### src/rtl/regfile_mp_sb_pkg.sv
// Shared constants and the index decoder for the register file and the controller hazard logic.
package regfile_mp_sb_pkg;

    localparam int DEF_WIDTH = 16;
    localparam int DEF_DEPTH = 8;
    localparam int MAX_DEPTH = 32;
    localparam int MAX_AW    = 5;
    localparam int REG_ZERO  = 0;

    // Out-of-range indices decode to all zeros, so they select nothing and read as 0.
    function automatic logic [MAX_DEPTH-1:0] onehot(input logic [MAX_AW-1:0] idx,
                                                    input int depth);
        onehot = '0;
        if (int'(idx) < depth) onehot[idx] = 1'b1;
    endfunction

endpackage

### src/rtl/regfile_mp_sb_if.sv
// Write/reserve/read bus between the decode stage and the register file.
interface regfile_mp_sb_if #(
    parameter int WIDTH = 16,
    parameter int DEPTH = 8,
    parameter int AW    = 3
);
    logic [WIDTH-1:0] data_in;
    logic [AW-1:0]    writenum;
    logic             write;
    logic             reserve;
    logic [AW-1:0]    reservenum;
    logic [AW-1:0]    readnum_a;
    logic [AW-1:0]    readnum_b;
    logic [WIDTH-1:0] data_out_a;
    logic [WIDTH-1:0] data_out_b;
    logic             pending_a;
    logic             pending_b;
    logic [DEPTH-1:0] pending_vec;

    modport master (
        output data_in, writenum, write, reserve, reservenum, readnum_a, readnum_b,
        input  data_out_a, data_out_b, pending_a, pending_b, pending_vec
    );

    modport slave (
        input  data_in, writenum, write, reserve, reservenum, readnum_a, readnum_b,
        output data_out_a, data_out_b, pending_a, pending_b, pending_vec
    );
endinterface

### src/rtl/regfile_en_reg.sv
// One register-file entry: load-enable register with asynchronous active-low clear.
module regfile_en_reg #(
    parameter int WIDTH = 16
) (
    input  logic             clk,
    input  logic             rst_n,
    input  logic             i_en,
    input  logic [WIDTH-1:0] i_d,
    output logic [WIDTH-1:0] o_q
);
    logic [WIDTH-1:0] r_q;

    // NOTE: storage is reset on purpose; reads during and after reset must return 0, never X.
    always_ff @(posedge clk or negedge rst_n) begin
        if (!rst_n)    r_q <= '0;
        else if (i_en) r_q <= i_d;
    end

    assign o_q = r_q;
endmodule

### src/rtl/regfile_mp_sb.sv
// Register file with one write port, two read ports, optional write-through bypass and R0,
// plus a per-register pending scoreboard (reserve sets, writeback clears, reserve wins).
module regfile_mp_sb
    import regfile_mp_sb_pkg::*;
#(
    parameter int WIDTH    = DEF_WIDTH,
    parameter int DEPTH    = DEF_DEPTH,
    parameter int AW       = $clog2(DEPTH),
    parameter bit BYPASS   = 1'b1,
    parameter bit ZERO_REG = 1'b0
) (
    input logic            clk,
    input logic            rst_n,
    regfile_mp_sb_if.slave bus
);
    logic [DEPTH-1:0] w_wr_mask;
    logic [DEPTH-1:0] w_wr_sel;
    logic [DEPTH-1:0] w_rs_sel;
    logic [WIDTH-1:0] w_q [DEPTH];
    logic [DEPTH-1:0] r_pending;

    always_comb begin
        w_wr_mask = '1;
        if (ZERO_REG) w_wr_mask[REG_ZERO] = 1'b0;
    end

    assign w_wr_sel = DEPTH'(onehot(MAX_AW'(bus.writenum), DEPTH))   & w_wr_mask & {DEPTH{bus.write}};
    assign w_rs_sel = DEPTH'(onehot(MAX_AW'(bus.reservenum), DEPTH)) & w_wr_mask & {DEPTH{bus.reserve}};

    for (genvar i = 0; i < DEPTH; i++) begin : g_reg
        regfile_en_reg #(.WIDTH(WIDTH)) u_reg (
            .clk  (clk),
            .rst_n(rst_n),
            .i_en (w_wr_sel[i]),
            .i_d  (bus.data_in),
            .o_q  (w_q[i])
        );
    end

    // Reserve is OR-ed in after the writeback clear, so it wins on a same-index collision.
    always_ff @(posedge clk or negedge rst_n) begin
        if (!rst_n) r_pending <= '0;
        else        r_pending <= (r_pending & ~w_wr_sel) | w_rs_sel;
    end

    logic [AW-1:0]    w_rd_idx  [2];
    logic [WIDTH-1:0] w_rd_data [2];
    logic             w_rd_pend [2];

    assign w_rd_idx[0] = bus.readnum_a;
    assign w_rd_idx[1] = bus.readnum_b;

    for (genvar p = 0; p < 2; p++) begin : g_port
        logic [DEPTH-1:0] w_sel;
        logic             w_byp;
        logic [WIDTH-1:0] w_mux;

        assign w_sel = DEPTH'(onehot(MAX_AW'(w_rd_idx[p]), DEPTH)) & w_wr_mask;
        // Bypass is gated by rst_n so nothing leaks through while the file is held in reset.
        assign w_byp = BYPASS && rst_n && (|(w_sel & w_wr_sel));

        // NOTE: blocking accumulation inside always_comb with a '0 default first; no latch.
        always_comb begin
            w_mux = '0;
            for (int i = 0; i < DEPTH; i++) begin
                if (w_sel[i]) w_mux = w_mux | w_q[i];
            end
        end

        assign w_rd_data[p] = w_byp ? bus.data_in : w_mux;
        assign w_rd_pend[p] = (|(w_sel & r_pending)) && !w_byp;
    end

    assign bus.data_out_a  = w_rd_data[0];
    assign bus.data_out_b  = w_rd_data[1];
    assign bus.pending_a   = w_rd_pend[0];
    assign bus.pending_b   = w_rd_pend[1];
    assign bus.pending_vec = r_pending;
endmodule

### src/flat_wrapper.sv
// flat-port wrapper written by rule: the top's interface ports become plain ports
module regfile_mp_sb_flat import regfile_mp_sb_pkg::*;
#(
    parameter int WIDTH    = DEF_WIDTH,
    parameter int DEPTH    = DEF_DEPTH,
    parameter int AW       = $clog2(DEPTH),
    parameter bit BYPASS   = 1'b1,
    parameter bit ZERO_REG = 1'b0
)
  (clk, rst_n, bus_data_in, bus_writenum, bus_write, bus_reserve, bus_reservenum, bus_readnum_a, bus_readnum_b, bus_data_out_a, bus_data_out_b, bus_pending_a, bus_pending_b, bus_pending_vec);
  regfile_mp_sb_if #(.WIDTH(WIDTH), .DEPTH(DEPTH), .AW(AW)) bus_i ();
  input logic clk;
  input logic rst_n;
  input wire logic [$bits(bus_i.data_in)-1:0] bus_data_in;
  input wire logic [$bits(bus_i.writenum)-1:0] bus_writenum;
  input wire logic [$bits(bus_i.write)-1:0] bus_write;
  input wire logic [$bits(bus_i.reserve)-1:0] bus_reserve;
  input wire logic [$bits(bus_i.reservenum)-1:0] bus_reservenum;
  input wire logic [$bits(bus_i.readnum_a)-1:0] bus_readnum_a;
  input wire logic [$bits(bus_i.readnum_b)-1:0] bus_readnum_b;
  output wire logic [$bits(bus_i.data_out_a)-1:0] bus_data_out_a;
  output wire logic [$bits(bus_i.data_out_b)-1:0] bus_data_out_b;
  output wire logic [$bits(bus_i.pending_a)-1:0] bus_pending_a;
  output wire logic [$bits(bus_i.pending_b)-1:0] bus_pending_b;
  output wire logic [$bits(bus_i.pending_vec)-1:0] bus_pending_vec;
  assign bus_i.data_in = bus_data_in;
  assign bus_i.writenum = bus_writenum;
  assign bus_i.write = bus_write;
  assign bus_i.reserve = bus_reserve;
  assign bus_i.reservenum = bus_reservenum;
  assign bus_i.readnum_a = bus_readnum_a;
  assign bus_i.readnum_b = bus_readnum_b;
  assign bus_data_out_a = bus_i.data_out_a;
  assign bus_data_out_b = bus_i.data_out_b;
  assign bus_pending_a = bus_i.pending_a;
  assign bus_pending_b = bus_i.pending_b;
  assign bus_pending_vec = bus_i.pending_vec;
  regfile_mp_sb #(.WIDTH(WIDTH), .DEPTH(DEPTH), .AW(AW), .BYPASS(BYPASS), .ZERO_REG(ZERO_REG)) u_core (.clk(clk), .rst_n(rst_n), .bus(bus_i));
endmodule
### config.mk
export PLATFORM = sky130hd
export DESIGN_NAME = regfile_mp_sb_flat
export DESIGN_NICKNAME = d
export VERILOG_FILES = /design/src/rtl/regfile_mp_sb_pkg.sv /design/src/rtl/regfile_mp_sb_if.sv /design/src/rtl/regfile_en_reg.sv /design/src/rtl/regfile_mp_sb.sv /design/src/flat_wrapper.sv
export SDC_FILE = /design/constraint.sdc
export NUM_CORES = 1
export LEC_CHECK = 0
export CORE_UTILIZATION = 63
export DETAILED_ROUTE_END_ITERATION = 10
export PLACE_DENSITY = 0.88
export RECOVER_POWER = 50
export SETUP_SLACK_MARGIN = 0.05
export SYNTH_ARGS = -nofsm -noshare
export SYNTH_HDL_FRONTEND = slang
export SYNTH_HIERARCHICAL = 1
export SYNTH_SLANG_ARGS = --single-unit
export TNS_END_PERCENT = 5
### constraint.sdc
create_clock -name clk -period 8.08 [get_ports clk]
set_input_delay 1.616 -clock clk [delete_from_list [all_inputs] [get_ports clk]]
set_output_delay 1.616 -clock clk [all_outputs]
set_load 0.02 [all_outputs]
==> impl_results.rst, run 1 <==
.. list-table::
   :header-rows: 1

   * - Metric
     - Value
   * - Area growth from synthesis to layout
     - 14.6%
   * - Later-pin clock latency in the skew report
     - 430 ps
   * - Peak VDD IR
     - 189 uV
   * - WP data arrival
     - 5070 ps
   * - Tot GR Track Use
     - 0.362
   * - CP max stage delay
     - 920 ps
   * - Total of warnings raised by yosys
     - 6
   * - Register-to-Register Path Depth
     - 1
   * - Clock slew at the register clock pins of the worst setup and hold paths
     - 50 ps
   * - Instance count along the most critical hold path
     - 1
   * - Count of state elements after synthesis
     - 136
   * - Slowest cell on crit path
     - o41ai_4
   * - Die width
     - 114 um
   * - Max-cap viol count
     - 2
   * - Worst Max-Slew Pin Slew
     - 4290 ps
   * - Synthesized net count
     - 637
   * - Root buffer selected by CTS
     - clkbuf_16
   * - Area of the core region
     - 12,200 um2
   * - Syn Area/Cell
     - 13.2 um2
   * - Maximum count of clock buffers along a single path
     - 2
   * - Clock Sink Count
     - 136
   * - CP Buf/Inv Count
     - 4
   * - Clock buffer count from CTS
     - 17
   * - Time the final worst path needs with I/O delays and setup
     - 6680 ps
   * - Power density over the cells
     - 253 nW/um2
   * - R2R Path End
     - u_core/g_reg[1].u_reg/o_q[10]$_DFFE_PN0P_
   * - Number of nets in the layout
     - 687
   * - Input/output buffers
     - 73
   * - Worst slew slack as a fraction of its limit
     - -1.86
   * - Cells taking the most area after synthesis
     - dfrtp_1 43%, mux2_4 17%, mux2_2 15%
   * - DR vias/cell
     - 7.29
   * - Die height
     - 114 um
   * - Initial antenna violation count
     - 0
   * - Required time at the endpoint of the critical path
     - 6460 ps
   * - Register area share after synthesis
     - 0.427
   * - Layout Cell Area excl Fill
     - 9140 um2
   * - Sum of overflow across all layers after global routing
     - 0
   * - Share of cells above drive strength 1
     - 0.371
   * - Mapped Cells
     - 605
   * - Count of vias placed by the detailed router
     - 6,074
   * - Peak Freq
     - 150 MHz
   * - Worst Path Class, Setup
     - in2out
   * - Reg2Reg Setup Slack
     - 7260 ps
   * - Outcome
     - complete, but fails checks
   * - Largest net degree at the start of global routing
     - 81
   * - Stages on worst setup path
     - 7
   * - Starting density of the core
     - 0.656
   * - Global-route wire length before repair
     - 34,900 um
   * - Class of the tightest hold or removal check
     - reg2reg
   * - IO Count
     - 74
   * - R2R Path Start
     - u_core/g_reg[1].u_reg/o_q[10]$_DFFE_PN0P_
   * - Post-synth top area cell
     - dfrtp_1
   * - Synth Flop Type
     - dfrtp_1
   * - Max Fanout on Critical Path
     - 14
   * - Unrepaired setup endpoints after global routing
     - false
   * - Cells traversed along the worst timing path
     - clkdlybuf4s50_1, buf_4, nor4_2, o41ai_4, buf_4, mux2_4, clkdlybuf4s50_1
   * - Cell leakage power
     - 3.77 nW
   * - Total placed instance area
     - 8630 um2
   * - Detailed-route wire length per cell
     - 27.2 um
   * - Vias in the first global route
     - 6,236
   * - Remaining routing DRC violations
     - 0
   * - Critical path startpoint category
     - input port
   * - Violation count after the first detailed-routing iteration
     - 816
   * - Total count of hold-check failures in the final report
     - 0
   * - Number of synthesized flops with an enable pin
     - 0
   * - Area of the mapped netlist
     - 7970 um2
   * - Num rows
     - 40
   * - Number of nets with antenna violations after routing
     - 0
   * - Area fraction of the dominant cell type after synthesis
     - 0.427
   * - Total Negative Setup Slacks
     - 0 ps
   * - Clock Skew
     - 0 ps
   * - Proportion of register bits with asynchronous set or reset after synthesis
     - 1.00
   * - Number of gates given a new drive strength after cts
     - 0
   * - Final worst path period share
     - 0.827
   * - End of the worst hold path
     - u_core/g_reg[3].u_reg/o_q[3]$_DFFE_PN0P_
   * - Endpoints failing setup
     - 0
   * - Diode count
     - 0
   * - Final weighted congestion of routability-driven global placement
     - 0.854
   * - Drt first pass iters
     - 6
   * - CTS tree
     - built
   * - Die Area
     - 13,100 um2
   * - H-tree level count
     - 4
   * - Half-perimeter wire length of the detailed placement result
     - 13,300 um
   * - Setup bufs post-CTS
     - 0
   * - Violated checks
     - capacitance limit, slew limit
   * - Count of hold-fix buffers inserted at cts
     - 0
   * - Slew Limit Fails
     - 99
   * - Library cells used by synthesis
     - 44
   * - Endpoint type of the worst setup path
     - output pin
   * - Hold path start
     - u_core/g_reg[3].u_reg/o_q[3]$_DFFE_PN0P_
   * - Critical path's top delay family
     - buffers and inverters
   * - Wire length after detailed routing
     - 22,700 um
-- layout make-up --
type                       instances  area [um2]
clock inverter                     4        45.0
clock buffer                      25         485
fill                             794        3030
multi-input combinational        404        4140
tap                              168         210
inverter                           7        26.3
timing repair buffer              89         827
sequential                       136        3400
-- routing by layer --
layer,track usage,up-vias,share of wire
met5,0,-,0
met4,0.195,0,0.045
met3,0.0900,106,0.097
met2,0.580,420,0.47
met1,0.452,3071,0.38
li1,-,2477,-
-- flip-flops by register name, indices dropped and copies added (netlist names) --
register and flops:
u_core/g.u_reg/o_q 128, u_core/bus.pending_vec 8
-- worst max-delay path by stage --
stage,start,to,slack [ps]
detailed placement,bus_readnum_a[2],bus_data_out_a[12],1450
floorplan,bus_readnum_b[2],bus_pending_b,3170
finish,bus_readnum_a[2],bus_data_out_a[12],1400
CTS,bus_readnum_a[2],bus_data_out_a[12],1440
global placement,bus_readnum_a[2],bus_data_out_a[14],1580
global route,rst_n,u_core/g_reg[1].u_reg/o_q[7]$_DFFE_PN0P_,1000
-- metrics by stage --
stage | util | total power, mW | setup WS (ps) | cells | hold slack, ps
after floorplan | - | 1.36 | 3170 | 605 | 498
after global routing | 0.751 | 2.39 | 1000 | 833 | 544
after CTS | 0.753 | 2.31 | 1440 | 833 | 531
after detailed placement | 0.710 | 1.59 | 1450 | 804 | 518
after global placement | 0.710 | 1.56 | 1580 | 804 | 509
final | 0.751 | 2.32 | 1400 | 833 | 535
-- synthesized netlist by cell type (2+ instances only) --
cell,instances
nand2b_1,3
xor2_1,3
a221oi_1,34
buf_2,9
clkbuf_1,29
nor2_1,7
nor3b_2,2
inv_1,7
a22o_1,2
mux4_2,2
o22ai_1,20
mux2_4,89
mux2_2,104
buf_12,8
o21ai_0,6
dfrtp_1,136
nor3b_1,3
nand2_1,5
and3b_1,3
nor4bb_1,2
a22oi_1,80
nand4_1,18
buf_6,10
nor2b_1,3
-- power breakdown --
part | total (mW) | switching (mW) | internal, mW
sequential | 0.970 | 0.138 | 0.832
combinational | 0.628 | 0.266 | 0.362
clock | 0.717 | 0.276 | 0.440
total | 2.32 | 0.680 | 1.64
-- logic make-up (layout without fill, tap and decap cells) --
family	count (synthesis)	count (layout)	synth area share
multiplexers	195	195	0.320
flip-flops	136	136	0.427
XOR/XNOR	4	4	0.00440
buffers and inverters	65	125	0.0582
AO/OA/AOI/OAI	148	148	0.143
AND/OR/NAND/NOR	57	57	0.0476
-- cells in the final DEF, fill, tap and decap left out, types with 3 or more instances in the layout --
cell type,netlist,final
nor2_2,0,4
o21ai_0,6,6
nor2_1,7,3
clkdlybuf4s50_1,0,60
clkinv_2,0,3
dlygate4sd3_1,0,10
clkbuf_8,0,3
nand4_1,18,18
buf_4,1,14
nand2_1,5,5
dfrtp_1,136,136
clkbuf_1,29,8
mux2_2,104,104
o22ai_1,20,20
and3b_1,3,3
nand2b_1,3,3
mux2_4,89,88
inv_1,7,7
xor2_1,3,3
clkbuf_16,0,17
a22oi_1,80,80
a221oi_1,34,34
(Power assumes the default switching activity.)
==> run 2: changes to the inputs <==
CORE_UTILIZATION = 58   (was 63)
PLACE_DENSITY = 0.82   (was 0.88)
clock period = 6.65 ns   (was 8.08 ns; I/O delays follow)
==> run 2 against run 1 <==
The flow still finishes with violations (capacitance limit, slew limit); die area is 8.5% higher; combinational power is 21% higher; critical path type unchanged; hold slack worse by 11 ps; sequential power is 22% higher; clock-buffer cell count is 5 lower; register-to-register slack worse by 1500 ps; global-route usage is 3.3 points lower; design area is 1.8% higher; sequential cell count stayed put; critical path depth stayed put; core utilization is 5.4 points lower; non-clock buffer count is 11 higher.
==> impl_results.rst, run 2 (synthesized netlist as in run 1, its figures left out) <==
.. list-table::
   :header-rows: 1

   * - Metric
     - Value
   * - Fin util
     - 0.697 (-0.0544)
   * - Sum of met3 wire segment lengths after detailed routing
     - 1980 um (-10%)
   * - R2R Path Start
     - u_core/g_reg[1].u_reg/o_q[8]$_DFFE_PN0P_
   * - Root buffer selected by CTS
     - clkbuf_16
   * - Power density over the cells
     - 317 nW/um2 (+25%)
   * - Max Fanout on Critical Path
     - 18 (+4)
   * - H-tree level count
     - 4 (unchanged)
   * - Area growth from synthesis to layout
     - 16.7%
   * - Clock slew at the register clock pins of the worst setup and hold paths
     - 60 ps (about the same)
   * - Met2 Routed Length
     - 10,500 um (-2.7%)
   * - Largest net degree at the start of global routing
     - 87 (+7.4%)
   * - Cell leakage power
     - 3.85 nW (+2.1%)
   * - Final worst path period share
     - 0.846
   * - Share of cells above drive strength 1
     - 0.384 (+0.0130)
   * - Critical path startpoint category
     - input port
   * - Violated checks
     - capacitance limit, slew limit
   * - Number of standard cells in the layout, taps in and fillers out
     - 855 (+2.6%)
   * - Endpoint type of the worst setup path
     - output pin
   * - DR vias/cell
     - 6.94 (-4.9%)
   * - Most common library cell in the layout ignoring fill and taps
     - dfrtp_1
   * - Detailed-route wire length per cell
     - 25.9 um (-4.8%)
   * - Vias in the first global route
     - 6,298 (+0.99%)
   * - Worst Path Class, Setup
     - in2out
   * - Input/output buffers
     - 73 (unchanged)
   * - WP data arrival
     - 4300 ps (-770 ps)
   * - DP Cell Count
     - 823 (+2.4%)
   * - Drt first pass iters
     - 6 (unchanged)
   * - Die width
     - 119 um (+4.1%)
   * - Time the final worst path needs with I/O delays and setup
     - 5630 ps
   * - Number of nets with antenna violations after routing
     - 0 (unchanged)
   * - Starting density of the core
     - 0.597 (-0.0583)
   * - Diode count
     - 0 (unchanged)
   * - Clock Sink Count
     - 136 (unchanged)
   * - Endpoints failing setup
     - 0 (unchanged)
   * - Initial antenna violation count
     - 0 (unchanged)
   * - Wire length after detailed routing
     - 22,200 um (-2.3%)
   * - Sum of overflow across all layers after global routing
     - 0 (unchanged)
   * - Max-cap viol count
     - 1 (-1)
   * - Num rows
     - 42 (+5.0%)
   * - Highest routed metal layer
     - met4
   * - Post-route setup slack
     - 1020 ps (-374 ps)
   * - Flip-flop count of the largest register after layout
     - 128 (unchanged)
   * - Worst setup path startpoint
     - bus_readnum_a[2]
   * - Metal-1 WL
     - 9030 um (+3.7%)
   * - Remaining routing DRC violations
     - 0 (unchanged)
   * - CTS tree
     - built
   * - Worst slew slack as a fraction of its limit
     - -0.456 (+1.40)
   * - Placement Setup Slack
     - 1190 ps (-255 ps)
   * - Total Negative Setup Slacks
     - 0 ps (unchanged)
   * - Instance count along the most critical hold path
     - 1 (unchanged)
   * - Die Area
     - 14,200 um2 (+8.5%)
   * - Half-perimeter wire length of the detailed placement result
     - 13,000 um (-2.2%)
   * - Number of gates given a new drive strength after cts
     - 0 (unchanged)
   * - Later-pin clock latency in the skew report
     - 420 ps (about the same)
   * - IO Count
     - 74 (unchanged)
   * - Maximum count of clock buffers along a single path
     - 2 (unchanged)
   * - Required time at the endpoint of the critical path
     - 5320 ps (-1140 ps)
   * - Global-route wire length before repair
     - 35,200 um (+0.91%)
   * - Slew Limit Fails
     - 87 (-12%)
   * - Tot GR Track Use
     - 0.329 (-0.0329)
   * - Count of hold-fix buffers inserted at cts
     - 0 (unchanged)
   * - Hold path start
     - u_core/g_reg[1].u_reg/o_q[6]$_DFFE_PN0P_
   * - Die height
     - 119 um (+4.1%)
   * - Setup bufs post-CTS
     - 0 (unchanged)
   * - Unrepaired setup endpoints after global routing
     - false
   * - Class of the tightest hold or removal check
     - reg2reg
   * - Register-to-Register Path Depth
     - 1 (unchanged)
   * - Count of vias placed by the detailed router
     - 5,930 (-2.4%)
   * - Clock Skew
     - 0 ps (unchanged)
   * - Peak VDD IR
     - 194 uV (+2.7%)
   * - Most used cells in the layout excluding fill and tap cells
     - 136 x dfrtp_1, 104 x mux2_2, 84 x mux2_4, 80 x a22oi_1, 61 x clkdlybuf4s50_1
   * - Worst Max-Slew Pin Slew
     - 2180 ps (-2100 ps)
   * - Final weighted congestion of routability-driven global placement
     - 0.858 (+0.49%)
   * - Total count of hold-check failures in the final report
     - 0 (unchanged)
   * - Clock buffer count from CTS
     - 17 (unchanged)
   * - Number of nets in the layout
     - 698 (+1.6%)
   * - Peak Freq
     - 178 MHz
   * - Hold WS
     - 524 ps (-11.2 ps)
   * - Violation count after the first detailed-routing iteration
     - 588 (-28%)
   * - Area of the core region
     - 13,300 um2 (+9.8%)
   * - Outcome
     - complete, but fails checks
[run 2: cell types whose count changed in the layout (fill, tap and decap cells not counted), moves of 3 or more]
cell        before  now
mux2_1           1    5
mux2_4          88   84
buf_4           14   26
clkinvlp_4       0    4
clkbuf_1         8    2
bufinv_16        1    4
[run 2: per-layer routing]
| metal | up-vias | track usage |
|---|---|---|
| li1 | 2500 | - |
| met1 | 2988 | 0.423 |
| met2 | 368 | 0.513 |
| met3 | 74 | 0.0963 |
| met4 | 0 | 0.147 |
| met5 | - | 0 |
[run 2: worst paths after layout]
check | end | slack, ps
min in group asynchronous | u_core/g_reg[4].u_reg/o_q[8]$_DFFE_PN0P_ | 960
worst min-delay path | u_core/g_reg[1].u_reg/o_q[6]$_DFFE_PN0P_ | 520
worst min register to register | u_core/g_reg[1].u_reg/o_q[6]$_DFFE_PN0P_ | 520
worst max register to register | u_core/g_reg[1].u_reg/o_q[8]$_DFFE_PN0P_ | 5810
worst max-delay path | bus_data_out_a[10] | 1020
max in group asynchronous | u_core/g_reg[2].u_reg/o_q[12]$_DFFE_PN0P_ | 3110
[run 2: area by class of cell]
| cell class | instances | area [um2] |
|---|---|---|
| Clock buffer | 20 | 457 |
| Clock inverter | 12 | 174 |
| Fill cell | 939 | 4050 |
| Inverter | 7 | 26.3 |
| Multi-Input combinational cell | 404 | 4110 |
| Sequential cell | 136 | 3400 |
| Tap cell | 176 | 220 |
| Timing Repair Buffer | 100 | 915 |
[run 2: power by group]
| part | internal [mW] | switching (mW) | leakage, nW |
|---|---|---|---|
| logic | 0.439 | 0.318 | 1.92 |
| registers | 1.01 | 0.167 | 1.63 |
| clock network | 0.645 | 0.368 | 0.298 |
| total | 2.10 | 0.853 | 3.85 |
[run 2: stage by stage]
stage	cell area (um2)	power, mW
3_3_place_gp	8710	1.90
2_1_floorplan	7970	1.66
5_1_grt	9300	3.06
3_5_place_dp	8710	1.93
4_1_cts	9340	2.95
6_report	9300	2.95
[run 2: critical path, stage by stage]
cell             delay (ps)
clkdlybuf4s50_1         700
buf_4                   360
inv_1                   410
a221oi_1                480
o22ai_1                 190
mux2_4                  300
clkdlybuf4s50_1         530
==> run 3: changes to the inputs <==
CORE_UTILIZATION = 53   (was 58)
PLACE_DENSITY = 0.79   (was 0.82)
clock period = 5.1 ns   (was 6.65 ns; I/O delays follow)
==> run 3 against run 2 <==
The flow still finishes with violations (capacitance limit, slew limit); die area is 9.3% higher; wire length is 2.5% higher; sequential power is 30% higher; hold slack better by 3.3 ps; critical path depth stayed put; register-to-register slack worse by 1600 ps; total power is 30% higher; critical endpoint unchanged; highest routed layer unchanged.
==> impl_results.rst, run 3 (synthesized netlist as in run 1, its figures left out) <==
.. list-table::
   :header-rows: 1

   * - Metric
     - Value
   * - Setup bufs post-CTS
     - 0 (unchanged)
   * - Area of the core region
     - 14,600 um2 (+9.3%)
   * - Largest net degree at the start of global routing
     - 83 (-4.6%)
   * - Total placed instance area
     - 8770 um2 (+0.66%)
   * - Class of the tightest hold or removal check
     - reg2reg
   * - Count of hold-fix buffers inserted at cts
     - 0 (unchanged)
   * - Met2 track demand over resource
     - 0.461 (-0.0522)
   * - Total count of hold-check failures in the final report
     - 0 (unchanged)
   * - Worst Max-Slew Pin Slew
     - 2990 ps (+802 ps)
   * - Power density over the cells
     - 410 nW/um2 (+29%)
   * - Diode count
     - 0 (unchanged)
   * - Die Area
     - 15,500 um2 (+9.3%)
   * - Worst slew slack as a fraction of its limit
     - -0.990 (-0.535)
   * - Number of gates given a new drive strength after cts
     - 0 (unchanged)
   * - Number of nets with antenna violations after routing
     - 0 (unchanged)
   * - Final worst path period share
     - 0.959
   * - Num rows
     - 44 (+4.8%)
   * - Number of nets in the layout
     - 704 (+0.86%)
   * - Clock Skew
     - 0 ps (unchanged)
   * - Register-to-Register Path Depth
     - 1 (unchanged)
   * - Endpoint type of the worst setup path
     - output pin
   * - Root buffer selected by CTS
     - clkbuf_16
   * - Peak VDD IR
     - 287 uV (+48%)
   * - Sum of overflow across all layers after global routing
     - 0 (unchanged)
   * - Wire length after detailed routing
     - 22,700 um (+2.5%)
   * - Detailed-route wire length per cell
     - 26.1 um (+0.81%)
   * - Total Negative Setup Slacks
     - 0 ps (unchanged)
   * - DP Cell Count
     - 837 (+1.7%)
   * - Slew Limit Fails
     - 72 (-17%)
   * - Die width
     - 125 um (+4.5%)
   * - Clock slew at the register clock pins of the worst setup and hold paths
     - 60 ps (about the same)
   * - Met3 Usage GRT
     - 0.0739 (-0.0224)
   * - Cell leakage power
     - 3.84 nW (-0.19%)
   * - CP max stage delay
     - 750 ps (+50 ps)
   * - Most common library cell in the layout ignoring fill and taps
     - dfrtp_1
   * - Layout Cell Area excl Fill
     - 9320 um2 (+0.19%)
   * - Flip-flop count of the largest register after layout
     - 128 (unchanged)
   * - Clock Sink Count
     - 136 (unchanged)
   * - Die height
     - 125 um (+4.5%)
   * - DR vias/cell
     - 6.92 (-0.28%)
   * - Share of cells above drive strength 1
     - 0.380 (-0.00483)
   * - Max Fanout on Critical Path
     - 14 (-4)
   * - Clock buffer count from CTS
     - 17 (unchanged)
   * - Time the final worst path needs with I/O delays and setup
     - 4890 ps
   * - Tot GR Track Use
     - 0.301 (-0.0280)
   * - Initial antenna violation count
     - 0 (unchanged)
   * - Half-perimeter wire length of the detailed placement result
     - 14,200 um (+8.8%)
   * - Critical path startpoint category
     - input port
   * - Maximum count of clock buffers along a single path
     - 2 (unchanged)
   * - Starting density of the core
     - 0.546 (-0.0508)
   * - Max-cap viol count
     - 2 (+1)
   * - Number of standard cells in the layout, taps in and fillers out
     - 869 (+1.6%)
   * - Remaining routing DRC violations
     - 0 (unchanged)
   * - Global-route wire length before repair
     - 35,900 um (+1.7%)
   * - H-tree level count
     - 4 (unchanged)
   * - Most used cells in the layout excluding fill and tap cells
     - 136 x dfrtp_1, 107 x mux2_2, 80 x a22oi_1, 76 x mux2_4, 60 x clkdlybuf4s50_1
   * - Worst Path Class, Setup
     - in2out
   * - Outcome
     - complete, but fails checks
   * - Endpoints failing setup
     - 0 (unchanged)
   * - IO Count
     - 74 (unchanged)
   * - Instance count along the most critical hold path
     - 1 (unchanged)
   * - Unrepaired setup endpoints after global routing
     - false
   * - Drt first pass iters
     - 5 (-1)
   * - CTS tree
     - built
   * - Slowest cell on crit path
     - dlygate4sd3_1
   * - Count of vias placed by the detailed router
     - 6,010 (+1.3%)
   * - Violated checks
     - capacitance limit, slew limit
   * - Later-pin clock latency in the skew report
     - 420 ps (about the same)
   * - Peak Freq
     - 205 MHz
   * - WP data arrival
     - 3870 ps (-430 ps)
   * - Vias in the first global route
     - 6,282 (-0.25%)
   * - Violation count after the first detailed-routing iteration
     - 631 (+7.3%)
   * - Cells traversed along the worst timing path
     - dlygate4sd3_1, or4bb_1, o22ai_1, o41ai_4, buf_4, mux2_4, clkdlybuf4s50_1
   * - Final weighted congestion of routability-driven global placement
     - 0.880 (+2.6%)
   * - Required time at the endpoint of the critical path
     - 4080 ps (-1240 ps)
   * - Most crowded layer after global routing
     - met2
   * - Input/output buffers
     - 73 (unchanged)
   * - Area growth from synthesis to layout
     - 16.9%
   * - Met1 track demand over resource in global routing
     - 0.404 (-0.0189)
## run 3: cell count changes in the layout (fill, tap and decap cells not counted), sizes merged
cell           delta
dlygate4sd3       +1
buf               +3
clkdlybuf4s50     -1
clkbuf            +3
## run 3: worst max-delay path, delay by kind of cell
kind / cells / cell delay, ps
buf+inv: 3 / 1520
simple gates: 1 / 610
compound gates: 2 / 390
mux: 1 / 320
## run 3: final timing paths
check                      slack (ps)                                      start                                   endpoint
max in group asynchronous         920                                      rst_n  u_core/g_reg[1].u_reg/o_q[13]$_DFFE_PN0P_
hold / removal                    530  u_core/g_reg[5].u_reg/o_q[11]$_DFFE_PN0P_  u_core/g_reg[5].u_reg/o_q[11]$_DFFE_PN0P_
hold reg to reg                   530  u_core/g_reg[5].u_reg/o_q[11]$_DFFE_PN0P_  u_core/g_reg[5].u_reg/o_q[11]$_DFFE_PN0P_
min in group asynchronous        1880                                      rst_n   u_core/g_reg[1].u_reg/o_q[7]$_DFFE_PN0P_
setup / recovery                  210                            bus_writenum[1]                         bus_data_out_a[10]
setup reg to reg                 4250   u_core/g_reg[5].u_reg/o_q[7]$_DFFE_PN0P_   u_core/g_reg[5].u_reg/o_q[7]$_DFFE_PN0P_
## run 3: area by class of cell
cell class,instances,area (um2)
fillers,1087,5270
well taps,184,230
clock buffers,20,457
repair buffers,106,947
inverters,7,26.3
clock inverters,12,174
multi-input cells,404,4080
flip-flops and latches,136,3400
## run 3: power breakdown
group	switching (mW)	internal (mW)
Sequential	0.212	1.32
Clock	0.469	0.841
Combinational	0.417	0.565
Total	1.10	2.72
## run 3: through the flow
| stage | util | hold WS (ps) | power [mW] | worst slack [ps] |
|---|---|---|---|---|
| 2_1_floorplan | - | 498 | 2.16 | 1380 |
| 3_5_place_dp | 0.601 | 519 | 2.53 | 289 |
| 4_1_cts | 0.644 | 535 | 3.84 | 228 |
| 6_report | 0.639 | 527 | 3.82 | 211 |
| 5_1_grt | 0.639 | 548 | 3.97 | 142 |
| 3_3_place_gp | 0.601 | 510 | 2.48 | 322 |
## run 3: metal layers
layer  vias up  routed length (um)
met5         -                   0
met4         0                 806
met3        81                2040
met2       375               10500
met1      3043                9390
li1       2511                   -
